--- config.mk ---
export PLATFORM = sky130hd
export DESIGN_NAME = wb_write_arbiter
export DESIGN_NICKNAME = d
export VERILOG_FILES = /design/src/rtl/wb_write_arbiter.sv
export SDC_FILE = /design/constraint.sdc
export NUM_CORES = 1
export LEC_CHECK = 0
export ABC_AREA = 1
export CAP_MARGIN = 20
export CELL_PAD_IN_SITES_DETAIL_PLACEMENT = 1
export CELL_PAD_IN_SITES_GLOBAL_PLACEMENT = 2
export CORE_AREA = 2 2 174 176
export DETAILED_ROUTE_END_ITERATION = 8
export DIE_AREA = 0 0 176 178
export GPL_ROUTABILITY_DRIVEN = 0
export PLACE_DENSITY = 0.86
export SLEW_MARGIN = 20
export SYNTH_ARGS = -nofsm -noshare
export SYNTH_HDL_FRONTEND = slang
export SYNTH_SLANG_ARGS = --single-unit
--- constraint.sdc ---
create_clock -name clk -period 5.51 [get_ports clk]
set_clock_uncertainty 0.1 [all_clocks]
set_input_delay 1.102 -clock clk [delete_from_list [all_inputs] [get_ports clk]]
set_output_delay 1.102 -clock clk [all_outputs]
set_load 0.01 [all_outputs]
--- src/rtl/wb_write_arbiter.sv ---
// wb_write_arbiter: GPR write-port arbiter merging WB-stage writes with late results via a FIFO and pending scoreboard
// Optional macro WB_ARB_BYPASS_EN: a late result skips the empty FIFO when the slot is free.
module wb_write_arbiter #(
    parameter int DEPTH      = 4,
    parameter int STARVE_MAX = 8
) (
    input  logic        clk,
    input  logic        rst,
    input  logic        pipe_we,
    input  logic [4:0]  pipe_a3,
    input  logic [31:0] pipe_wd,
    output logic        pipe_stall,
    input  logic        late_valid,
    output logic        late_ready,
    input  logic [4:0]  late_a3,
    input  logic [31:0] late_wd,
    input  logic        rsv_valid,
    input  logic [4:0]  rsv_a3,
    input  logic [4:0]  q_a1,
    input  logic [4:0]  q_a2,
    output logic        busy1,
    output logic        busy2,
    output logic        RegWrite,
    output logic [4:0]  A3,
    output logic [31:0] Wd
);
    localparam int AW = $clog2(DEPTH);
    localparam int CW = AW + 1;
    localparam int SW = $clog2(STARVE_MAX + 1);
    localparam logic [CW-1:0] FULL = CW'(DEPTH);
    localparam logic [SW-1:0] SMAX = SW'(STARVE_MAX);
    logic [4:0]    r_fa3 [DEPTH];
    logic [31:0]   r_fwd [DEPTH];
    logic [AW-1:0] r_wp, r_rp;
    logic [CW-1:0] r_cnt;
    logic [SW-1:0] r_starve;
    logic [31:0]   r_pend;
    logic          w_empty, w_pipe_go, w_drain, w_byp, w_push, w_late_slot;
    logic [4:0]    w_sa3;
    logic [31:0]   w_swd, w_pend_n;
`ifdef WB_ARB_BYPASS_EN
    assign w_byp = w_empty && !w_pipe_go && late_valid;
`else
    assign w_byp = 1'b0;
`endif
    always_comb begin
        w_empty     = r_cnt == '0;
        late_ready  = r_cnt != FULL;
        pipe_stall  = !w_empty && r_starve == SMAX;
        w_pipe_go   = !pipe_stall && pipe_we && pipe_a3 != 5'd0;
        w_drain     = !w_empty && !w_pipe_go;
        w_push      = late_valid && late_ready && !w_byp;
        w_late_slot = w_drain || w_byp;
        w_sa3       = w_byp ? late_a3 : r_fa3[r_rp];
        w_swd       = w_byp ? late_wd : r_fwd[r_rp];
        // a same-edge reservation must survive the clear of an older result
        w_pend_n    = (r_pend & ~(w_late_slot ? 32'd1 << w_sa3 : 32'd0))
                    | ((rsv_valid && rsv_a3 != 5'd0) ? 32'd1 << rsv_a3 : 32'd0);
        busy1       = r_pend[q_a1];
        busy2       = r_pend[q_a2];
    end
    always_ff @(posedge clk) begin
        if (w_push) begin
            r_fa3[r_wp] <= late_a3;
            r_fwd[r_wp] <= late_wd;
        end
    end
    always_ff @(posedge clk) begin
        if (rst) begin
            RegWrite <= 1'b0;
            A3       <= '0;
            Wd       <= '0;
            r_wp     <= '0;
            r_rp     <= '0;
            r_cnt    <= '0;
            r_starve <= '0;
            r_pend   <= '0;
        end else begin
            RegWrite <= w_pipe_go || (w_late_slot && w_sa3 != 5'd0);
            if (w_pipe_go) begin
                A3 <= pipe_a3;
                Wd <= pipe_wd;
            end else if (w_late_slot) begin
                A3 <= w_sa3;
                Wd <= w_swd;
            end
            if (w_push)
                r_wp <= r_wp + 1'b1;
            if (w_drain)
                r_rp <= r_rp + 1'b1;
            r_cnt    <= r_cnt + CW'(w_push) - CW'(w_drain);
            r_starve <= (w_empty || w_drain) ? '0 : r_starve + 1'b1;
            r_pend   <= w_pend_n;
        end
    end
endmodule

==> results.md, run 1 <==
* Chip width at 176 µm
* Drt pass-1 iters at 4
* Post-Synthesis Cell Area at 10200 µm²
* Clock power frac at 0.327
* # IOs at 136
* Commonest non-fill, non-tap cell in the layout: nand2_1
* Layout cells sized above 1 at 0.0582
* Post-DRT Antenna Nets at 0
* Met1 Use GR at 0.231
* Startpoint Class: input port
* Commonest non-fill, non-tap cells in the layout: nand2_1 (267), edfxtp_1 (148), clkdlybuf4s50_1 (135)
* Leakage Power at 4.75 nW
* Worst reg-to-reg path cell count at 15
* Hold EP: r_pend[0]$_SDFF_PP0_
* CTS resizes at 0
* CTS max path bufs at 3
* Period utilization at 0.840
* Die ar. at 31300 µm²
* Multi-input logic area at 3450 µm²
* Final WL at 29.1 mm
* Critical R2R Launch: r_starve[0]$_SDFF_PP0_
* DRT iter0 DRCs at 406
* Slew headroom at 0.343
* Sequential Area at 6110 µm²
* Outcome: finished, final reports clean
* Hold buffers post-CTS at 0
* Final nets at 1322
* Reg power frac at 0.406
* Post-synthesis net count at 1207
* Final min period at 4.63 ns
* Sw Ratio at 0.318
* Total grt overflow at 0
* CORE AREA at 29400 µm²
* Initial antenna violation count at 3
* Layout Utilization at 0.431
* Req. time, crit path at 4.31 ns
* Postcts setup bufs at 0
* Sequential share of the synthesized area at 0.601
* Fill cell count at 3318
* IO Port Bufs at 135
* Via density at 4.98
* First-pass GRT wire length at 46.5 mm
* Combinational share of power at 0.266
* GRT busiest layer: met2
* Grt met3 use at 0.0332
* Total vias in the final route at 8107
* Worst EP arrival at 3.43 ns
* Layout area overhead at 24.8%
* PwrDens at 422 nW/µm²
* Worst hold path depth at 2
* Total track usage at 0.189
* Total CTS buffers at 25
* FP Rows at 63
* Largest net degree at the start of global routing at 77
* Total power at 5.35 mW
* RSZ-0062 raised after global routing: no
* Ys Warns at 0
* Max-Cap Viols at 0
* P_int at 3.65 mW
* Switching pwr at 1.70 mW
* Clock transition at the registers of the reported paths at 0.06 ns
* Final HPWL DP at 19.7 mm
* Endpoint type of the worst setup path: output pin
* Setup slack, reg-to-reg at 2.60 ns
* Worst-margin pin slew at 0.983 ns
* Max Slew Vio Count at 0
* HP Start: r_pend[0]$_SDFF_PP0_
* H-tree Lvls at 1
* Final hold violation count at 0
* Average wire per standard cell at 17.9 µm
* Mapped Cells at 1104
* Fmax at 216 MHz
* CTS tree: yes
* Clk root buf: clkbuf_16
* Hold WC Path Type: reg2reg
* Syn_area_per_cell at 9.20 µm²
* Clock latency at the later pin of the worst-skew pair at 0.53 ns
* Fin Setup TNS at 0 ns
* Clock sink count at 231
* Post-route DRC at 0
* Die Ht at 178 µm
* Vias in the first global route at 8808
* Peak supply drop at 239 µV
* FF-to-FF End: r_cnt[2]$_SDFF_PP0_
* Number of synthesized register bits at 231
* Worst setup path class: in2out
* GRT met2 Usage at 0.344
* Crit-path max FO at 18
* Setup-failing EPs final at 0
* Initial core utilization at 0.346
* Synth unique cells at 36
[per-layer routing]
layer	share of wire	routed length [µm]
met1	0.42	12200
met5	0.00089	26
met2	0.51	14800
met4	0.019	543
met3	0.051	1480
[Yosys cell counts, drive strengths merged]
library cell / n / area (µm²)
nand3: 95 / 488
o22ai: 16 / 100
o21ai: 94 / 470
inv: 82 / 308
clkbuf: 27 / 103
o31ai: 6 / 45.0
fa: 1 / 20.0
nand3b: 1 / 7.51
xnor2: 2 / 17.5
dfxtp: 83 / 1660
buf: 33 / 216
nor3: 3 / 15.0
a21oi: 53 / 265
edfxtp: 148 / 4440
nand2: 273 / 1040
ha: 8 / 100
o21bai: 1 / 7.51
clkinv: 1 / 3.75
nor2: 135 / 531
xor2: 1 / 8.76
o211ai: 33 / 253
nor4: 3 / 18.8
a31oi: 4 / 25.0
and3: 1 / 6.26
[how the worst max path moves through the flow]
stage,slack (ns),to,startpoint
2_1_floorplan,2.14,r_fa3[0][0]$_DFFE_PP_,late_valid
3_3_place_gp,0.87,busy1,q_a1[0]
3_5_place_dp,0.86,busy1,q_a1[0]
4_1_cts,0.84,busy1,q_a1[0]
5_1_grt,0.53,busy1,q_a1[0]
6_report,0.88,busy1,q_a1[0]
[worst max-delay path, stage by stage]
cell	delay, ns
clkdlybuf4s50_1	0.82
inv_1	0.36
nor2_1	0.17
nor2_1	0.06
o31ai_1	0.23
nand2_1	0.08
nand2_1	0.07
nand2_1	0.05
clkdlybuf4s50_1	0.46
[state kept, by name, summed over array words and instances (netlist names), 3 cells and up, named ones only]
name and cells:
r_fwd 128, r_pend 32, r_starve 4, Wd 32, r_fa3 20, A3 5
r_cnt 3
[power groups by stage]
stage / Sequential (mW) / Clock, mW / Combinational (mW)
2_1_floorplan: 2.23 / 0 / 0.862
3_3_place_gp: 2.20 / 0 / 1.40
6_report: 2.17 / 1.75 / 1.42
4_1_cts: 2.17 / 1.78 / 1.45
3_5_place_dp: 2.21 / 0 / 1.44
5_1_grt: 2.19 / 1.84 / 1.60
[logic make-up (layout without fill, tap and decap cells)]
| logic type | count (synthesis) | in the layout | synth area share |
|---|---|---|---|
| other | 0 | 1 | 0 |
| AND/OR/NAND/NOR | 511 | 511 | 0.208 |
| flip-flops | 231 | 231 | 0.601 |
| XOR/XNOR | 3 | 3 | 0.00259 |
| adder cells (fa/ha/maj) | 9 | 9 | 0.0118 |
| buffers and inverters | 143 | 277 | 0.0621 |
| AO/OA/AOI/OAI | 207 | 207 | 0.115 |
[through the flow]
stage                     cells  hold WS, ns  setup WS [ns]  cell area [µm²]
final                      1629        0.357          0.883            12700
after global routing       1629        0.392          0.528            12700
after CTS                  1628        0.359          0.843            12700
after detailed placement   1582        0.350          0.864            11800
after global placement     1582        0.329          0.868            11800
after floorplan            1104        0.321           2.14            10200
[cell type report]
class	instances	share of cell area
Clock buffer	31	0.0535
Multi-Input combinational cell	730	0.272
Antenna cell	1	0.000197
Inverter	83	0.0246
Timing Repair Buffer	148	0.114
Tap cell	390	0.0385
Clock inverter	15	0.0150
Sequential cell	231	0.482
No activity file was read; power rests on OpenSTA's default activity.
==> run 2: changes to the inputs <==
Settings changed: CORE_AREA 2 2 174 176 to 2 2 185 187, DIE_AREA 0 0 176 178 to 0 0 187 189, PLACE_DENSITY 0.86 to 0.8.
Clock period 5.51 ns to 3.9 ns, I/O delays scaled along.
==> run 2 against run 1 <==
Routed wire length is 1.5% higher. Largest power group unchanged. Clock power is 44% higher. Highest routed layer unchanged. Design area is 1.3% higher. Worst hold slack worse by 0.0063 ns. Global-route usage is 2.3 points lower. Register-to-register slack worse by 1.3 ns. Sequential share of layout area is 0.62 points lower. Non-clock buffer count is 7 higher. Critical path depth is 2 higher. Core utilization is 4.5 points lower. Setup slack worse by 0.61 ns. First-iteration DRC count is 25% lower.
==> results.md, run 2 (synthesis results as in run 1) <==
* Clock transition at the registers of the reported paths at 0.06 ns
* Design Area, Final at 12800 µm²
* Die ar. at 35300 µm²
* Postcts setup bufs at 0
* Hold buffers post-CTS at 0
* Initial core utilization at 0.305
* Total power at 7.64 mW
* Fin Setup TNS at 0 ns
* Period utilization at 0.930
* Setup slack at placement at 0.279 ns
* Fin worst setup slack at 0.274 ns
* Worst setup path class: in2out
* Drt pass-1 iters at 5
* IO Port Bufs at 135
* Final nets at 1329
* Clock sink count at 231
* Layout area overhead at 26.4%
* Slew headroom at 0.440
* Crit-path max FO at 15
* Leakage Power at 4.79 nW
* Hold WS at 0.350 ns
* Worst-path cell with the longest stage delay: clkdlybuf4s50_1
* Peak supply drop at 314 µV
* Setup-failing EPs final at 0
* CTS tree: yes
* Startpoint Class: input port
* Most frequent CP cell: nand2_1
* Total CTS buffers at 25
* Finished Layout Cells at 1696
* Outcome: finished, final reports clean
* RSZ-0062 raised after global routing: no
* Post-Place Cells at 1647
* Final min period at 3.63 ns
* Total track usage at 0.166
* Layout cells sized above 1 at 0.0594
* Cells along the critical path: clkdlybuf4s50_1 -> inv_1 -> nand2_1 -> nand3_1 -> nand2_1 -> a21oi_1 -> o31ai_1 -> nand2_1 -> nand2_1 -> nand2_1 -> clkdlybuf4s50_1
* Max FFs per register at 128
* Fmax at 276 MHz
* Die Ht at 189 µm
* FP Rows at 67
* Biggest registers after layout: r_fwd (128), Wd (32), r_pend (32)
* Final hold violation count at 0
* Max-Cap Viols at 0
* Total grt overflow at 0
* Commonest non-fill, non-tap cell in the layout: nand2_1
* Endpoint type of the worst setup path: output pin
* Vias in the first global route at 8657
* First-pass GRT wire length at 47.3 mm
* Final WL at 29.5 mm
* Largest net degree at the start of global routing at 76
* Placed inst area at 12000 µm²
* Max incr delay on CP at 0.52 ns
* Chip width at 187 µm
* Clk root buf: clkbuf_16
* Layout Utilization at 0.386
* Via density at 4.82
* Crit path buf inv count at 3
* CORE AREA at 33300 µm²
* CTS resizes at 0
* Hold WC Path Type: reg2reg
* Total vias in the final route at 8178
* Most flop-heavy register: r_fwd
* Final HPWL DP at 19.5 mm
* Delay-heaviest family, CP: buffers and inverters
* Post-DRT Antenna Nets at 0
* Average wire per standard cell at 17.4 µm
* CTS max path bufs at 3
* Fill cell count at 3831
* Post-route DRC at 0
* Initial antenna violation count at 4
* DRT iter0 DRCs at 303
* Commonest non-fill, non-tap cells in the layout: nand2_1 (267), edfxtp_1 (148), clkdlybuf4s50_1 (135)
* Req. time, crit path at 3.02 ns
* Clock latency at the later pin of the worst-skew pair at 0.53 ns
* # IOs at 136
* Worst-margin pin slew at 0.839 ns
* Worst EP arrival at 2.75 ns
* H-tree Lvls at 1
* PwrDens at 595 nW/µm²
* Max Slew Vio Count at 0
## run 2: layer usage
layer	vias to the layer above	GRT usage	routed length, µm
met2	154	0.290	14400
li1	3986	-	-
met4	2	0.0430	441
met1	4002	0.209	13200
met5	-	0	12
met3	34	0.0348	1540
## run 2: where the power goes
| part | internal, mW | leakage, nW | switching [mW] |
|---|---|---|---|
| Sequential | 2.94 | 2.04 | 0.126 |
| Clock | 1.55 | 0.414 | 0.970 |
| Combinational | 0.738 | 2.34 | 1.31 |
| Total | 5.23 | 4.79 | 2.41 |
## run 2: path summary, 6_finish.rpt
kind,start,endpoint,slack [ns],cells past startpoint
worst max-delay path,q_a2[0],busy2,0.27,11
worst max register to register,r_starve[0]$_SDFF_PP0_,r_cnt[2]$_SDFF_PP0_,1.34,14
worst min register to register,r_pend[0]$_SDFF_PP0_,r_pend[0]$_SDFF_PP0_,0.35,2
worst min-delay path,r_pend[0]$_SDFF_PP0_,r_pend[0]$_SDFF_PP0_,0.35,2
## run 2: worst reg2reg max path, delay by kind of cell, from the launching register on
family,cells,cell delay (ns)
AO/OA/AOI/OAI,2,0.23
buffers and inverters,4,0.28
flip-flops,1,0.38
AND/OR/NAND/NOR,4,0.39
adder cells (fa/ha/maj),4,1.09
## run 2: area by class of cell
| cell class | instances | area, µm² | area share |
|---|---|---|---|
| Antenna cell | 3 | 7.51 | 0.000584 |
| Clock buffer | 37 | 681 | 0.0530 |
| Clock inverter | 9 | 186 | 0.0145 |
| Inverter | 83 | 312 | 0.0243 |
| Multi-Input combinational cell | 730 | 3450 | 0.269 |
| Sequential cell | 231 | 6110 | 0.475 |
| Tap cell | 448 | 561 | 0.0436 |
| Timing Repair Buffer | 155 | 1540 | 0.120 |
==> run 3: changes to the inputs <==
Settings changed: ABC_AREA 1 to unset, CORE_AREA 2 2 185 187 to 2 2 177 179, DIE_AREA 0 0 187 189 to 0 0 179 181, GPL_ROUTABILITY_DRIVEN 0 to 1, PLACE_DENSITY 0.8 to 0.79.
==> run 3 against run 2 <==
Flip-flop and latch count did not move. Sequential power grew 6%. Sequential share of layout area fell by 0.50 points. First-iteration DRC count rose by 42%. Synthesized cell count is 31% lower. Clock power grew 7.9%. Global-route usage is 1.2 points higher. Critical endpoint is now busy1. Maximum frequency fell by 3.0%. Worst hold slack better by 0.010 ns.
==> results.md, run 3 <==
* IO Port Bufs at 135
* CORE AREA at 30300 µm²
* Commonest non-fill, non-tap cell in the layout: edfxtp_1
* Initial core utilization at 0.336
* Number of synthesized register bits at 231
* Die Ht at 181 µm
* Wire length on met2 at 14.0 mm
* Crit path buf inv count at 3
* Outcome: finished, final reports clean
* Worst-path cell with the longest stage delay: clkdlybuf4s50_1
* CTS tree: yes
* Total CTS buffers at 26
* Layout cells sized above 1 at 0.184
* Worst setup path class: in2out
* Layout Utilization at 0.428
* Final HPWL DP at 18.6 mm
* CTS resizes at 0
* Ys Warns at 0
* Via density at 5.42
* Drt pass-1 iters at 4
* FFs w/ async S/R, synth at 0
* Post-DRT Antenna Nets at 0
* Hold buffers post-CTS at 0
* Max Slew Vio Count at 0
* Clock sink count at 231
* RSZ-0062 raised after global routing: no
* Chip width at 179 µm
* Wl on met1 at 11.7 mm
* Commonest non-fill, non-tap cells in the layout: edfxtp_1 (148), clkdlybuf4s50_1 (134), dfxtp_1 (81)
* Fill cell count at 3096
* RePlAce Congestion at 0.811
* Postcts setup bufs at 0
* Setup-failing EPs final at 0
* Average wire per standard cell at 21.6 µm
* Startpoint Class: input port
* Slew headroom at 0.404
* Req. time, crit path at 3.02 ns
* Synth unique cells at 55
* Post-synthesis net count at 864
* DRT iter0 DRCs at 430
* Most flop-heavy register: r_fwd
* Vias in the first global route at 7713
* DR WL met3 at 1.73 mm
* Hold WC Path Type: reg2reg
* CTS max path bufs at 3
* Most instantiated cells after synthesis: edfxtp_1 (148), dfxtp_1 (83), nor3_1 (80)
* Final hold violation count at 0
* Leakage Power at 4.17 nW
* Total track usage at 0.178
* Worst-margin pin slew at 0.895 ns
* Clock transition at the registers of the reported paths at 0.06 ns
* Post-route DRC at 0
* Max FFs per register at 128
* Inserted Diodes at 0
* Final min period at 3.74 ns
* Biggest registers after layout: r_fwd (128), Wd (32), r_pend (32)
* Total grt overflow at 0
* Hold WS at 0.361 ns
* Largest net degree at the start of global routing at 46
* Post-synth EDFFs at 148
* Ys flop type: edfxtp_1
* Mapped Cells at 761
* Fin Setup TNS at 0 ns
* Syn_area_per_cell at 13.4 µm²
* Dominant cells by area after synthesis: edfxtp_1 (44%), dfxtp_1 (16%), mux4_2 (10%), nor4_2 (4.1%), nor3_1 (3.9%)
* Cells along the critical path: clkdlybuf4s50_1 -> buf_4 -> mux4_2 -> o211ai_1 -> nand4_1 -> clkdlybuf4s50_1
* PwrDens at 615 nW/µm²
* Crit-path max FO at 8
* Most frequent CP cell: clkdlybuf4s50_1
* Layout area overhead at 27.5%
* Worst EP arrival at 2.86 ns
* Clk root buf: clkbuf_16
* Sequential share of the synthesized area at 0.599
* Finished Layout Cells at 1308
* Initial antenna violation count at 4
* Fmax at 268 MHz
* H-tree Lvls at 1
* Endpoint type of the worst setup path: output pin
* FP Rows at 64
* Period utilization at 0.958
* Delay-heaviest family, CP: buffers and inverters
* Die ar. at 32400 µm²
* Largest area contributor in the netlist: edfxtp_1
* Peak supply drop at 334 µV
* Final WL at 28.2 mm
* First-pass GRT wire length at 44.6 mm
* Max incr delay on CP at 0.56 ns
* Final nets at 995
* Post-Place Cells at 1260
* Post-Synthesis Cell Area at 10200 µm²
* Max-Cap Viols at 0
* DR top layer: met5
* Clock latency at the later pin of the worst-skew pair at 0.53 ns
* # IOs at 136
* Total vias in the final route at 7094
* Most common cell in the netlist: edfxtp_1
* Synth top area share at 0.436
run 3: cell count changes after synthesis, moves of 14 or more:
cell	change
nand2_1	-197
nor2_1	-88
o21ai_0	-87
nand3_1	-86
nor3_1	+77
inv_1	-62
a21oi_1	-46
mux4_2	+46
nor4_2	+33
o311ai_1	+29
mux2i_1	+16
o22ai_1	-14
run 3: logic make-up (layout without fill, tap and decap cells):
group / after synthesis / count (layout) / synth area share
flip-flops: 231 / 231 / 0.599
XOR/XNOR: 5 / 5 / 0.00430
buffers and inverters: 76 / 227 / 0.0332
AND/OR/NAND/NOR: 275 / 275 / 0.153
AO/OA/AOI/OAI: 99 / 99 / 0.0763
adder cells (fa/ha/maj): 9 / 9 / 0.0118
multiplexers: 66 / 66 / 0.122
run 3: layout make-up:
type	instances	area, µm²	share of cell area
multi-input cells	454	3780	0.291
inverters	18	67.6	0.00520
repair buffers	161	1570	0.121
clock buffers	33	728	0.0561
clock inverters	15	239	0.0184
flip-flops and latches	231	6110	0.470
well taps	396	495	0.0382
run 3: final timing paths:
path | slack (ns) | cells after the start | start | end
worst min-delay path | 0.36 | 1 | r_starve[0]$_SDFF_PP0_ | r_starve[0]$_SDFF_PP0_
worst min register to register | 0.36 | 1 | r_starve[0]$_SDFF_PP0_ | r_starve[0]$_SDFF_PP0_
worst max register to register | 1.00 | 5 | r_cnt[1]$_SDFF_PP0_ | Wd[19]$_SDFFE_PP0P_
worst max-delay path | 0.16 | 6 | q_a1[1] | busy1
run 3: metrics by stage:
step | setup WS [ns] | cell area [µm²] | total power, mW
2_1_floorplan | 0.837 | 10200 | 4.47
3_3_place_gp | 0.180 | 12000 | 5.27
3_5_place_dp | 0.146 | 12000 | 5.33
4_1_cts | 0.137 | 13000 | 8.07
5_1_grt | 0.0234 | 13000 | 8.36
6_report | 0.163 | 13000 | 7.98
run 3: metal layers:
metal / vias to the layer above / track usage
met4: 6 / 0.0481
met5: - / 0
met2: 189 / 0.303
met3: 52 / 0.0383
met1: 3604 / 0.227
li1: 3243 / -
run 3: power by group:
group          internal, mW  switching [mW]
logic                 0.901            1.10
clock network          1.72           0.998
registers              2.99           0.270
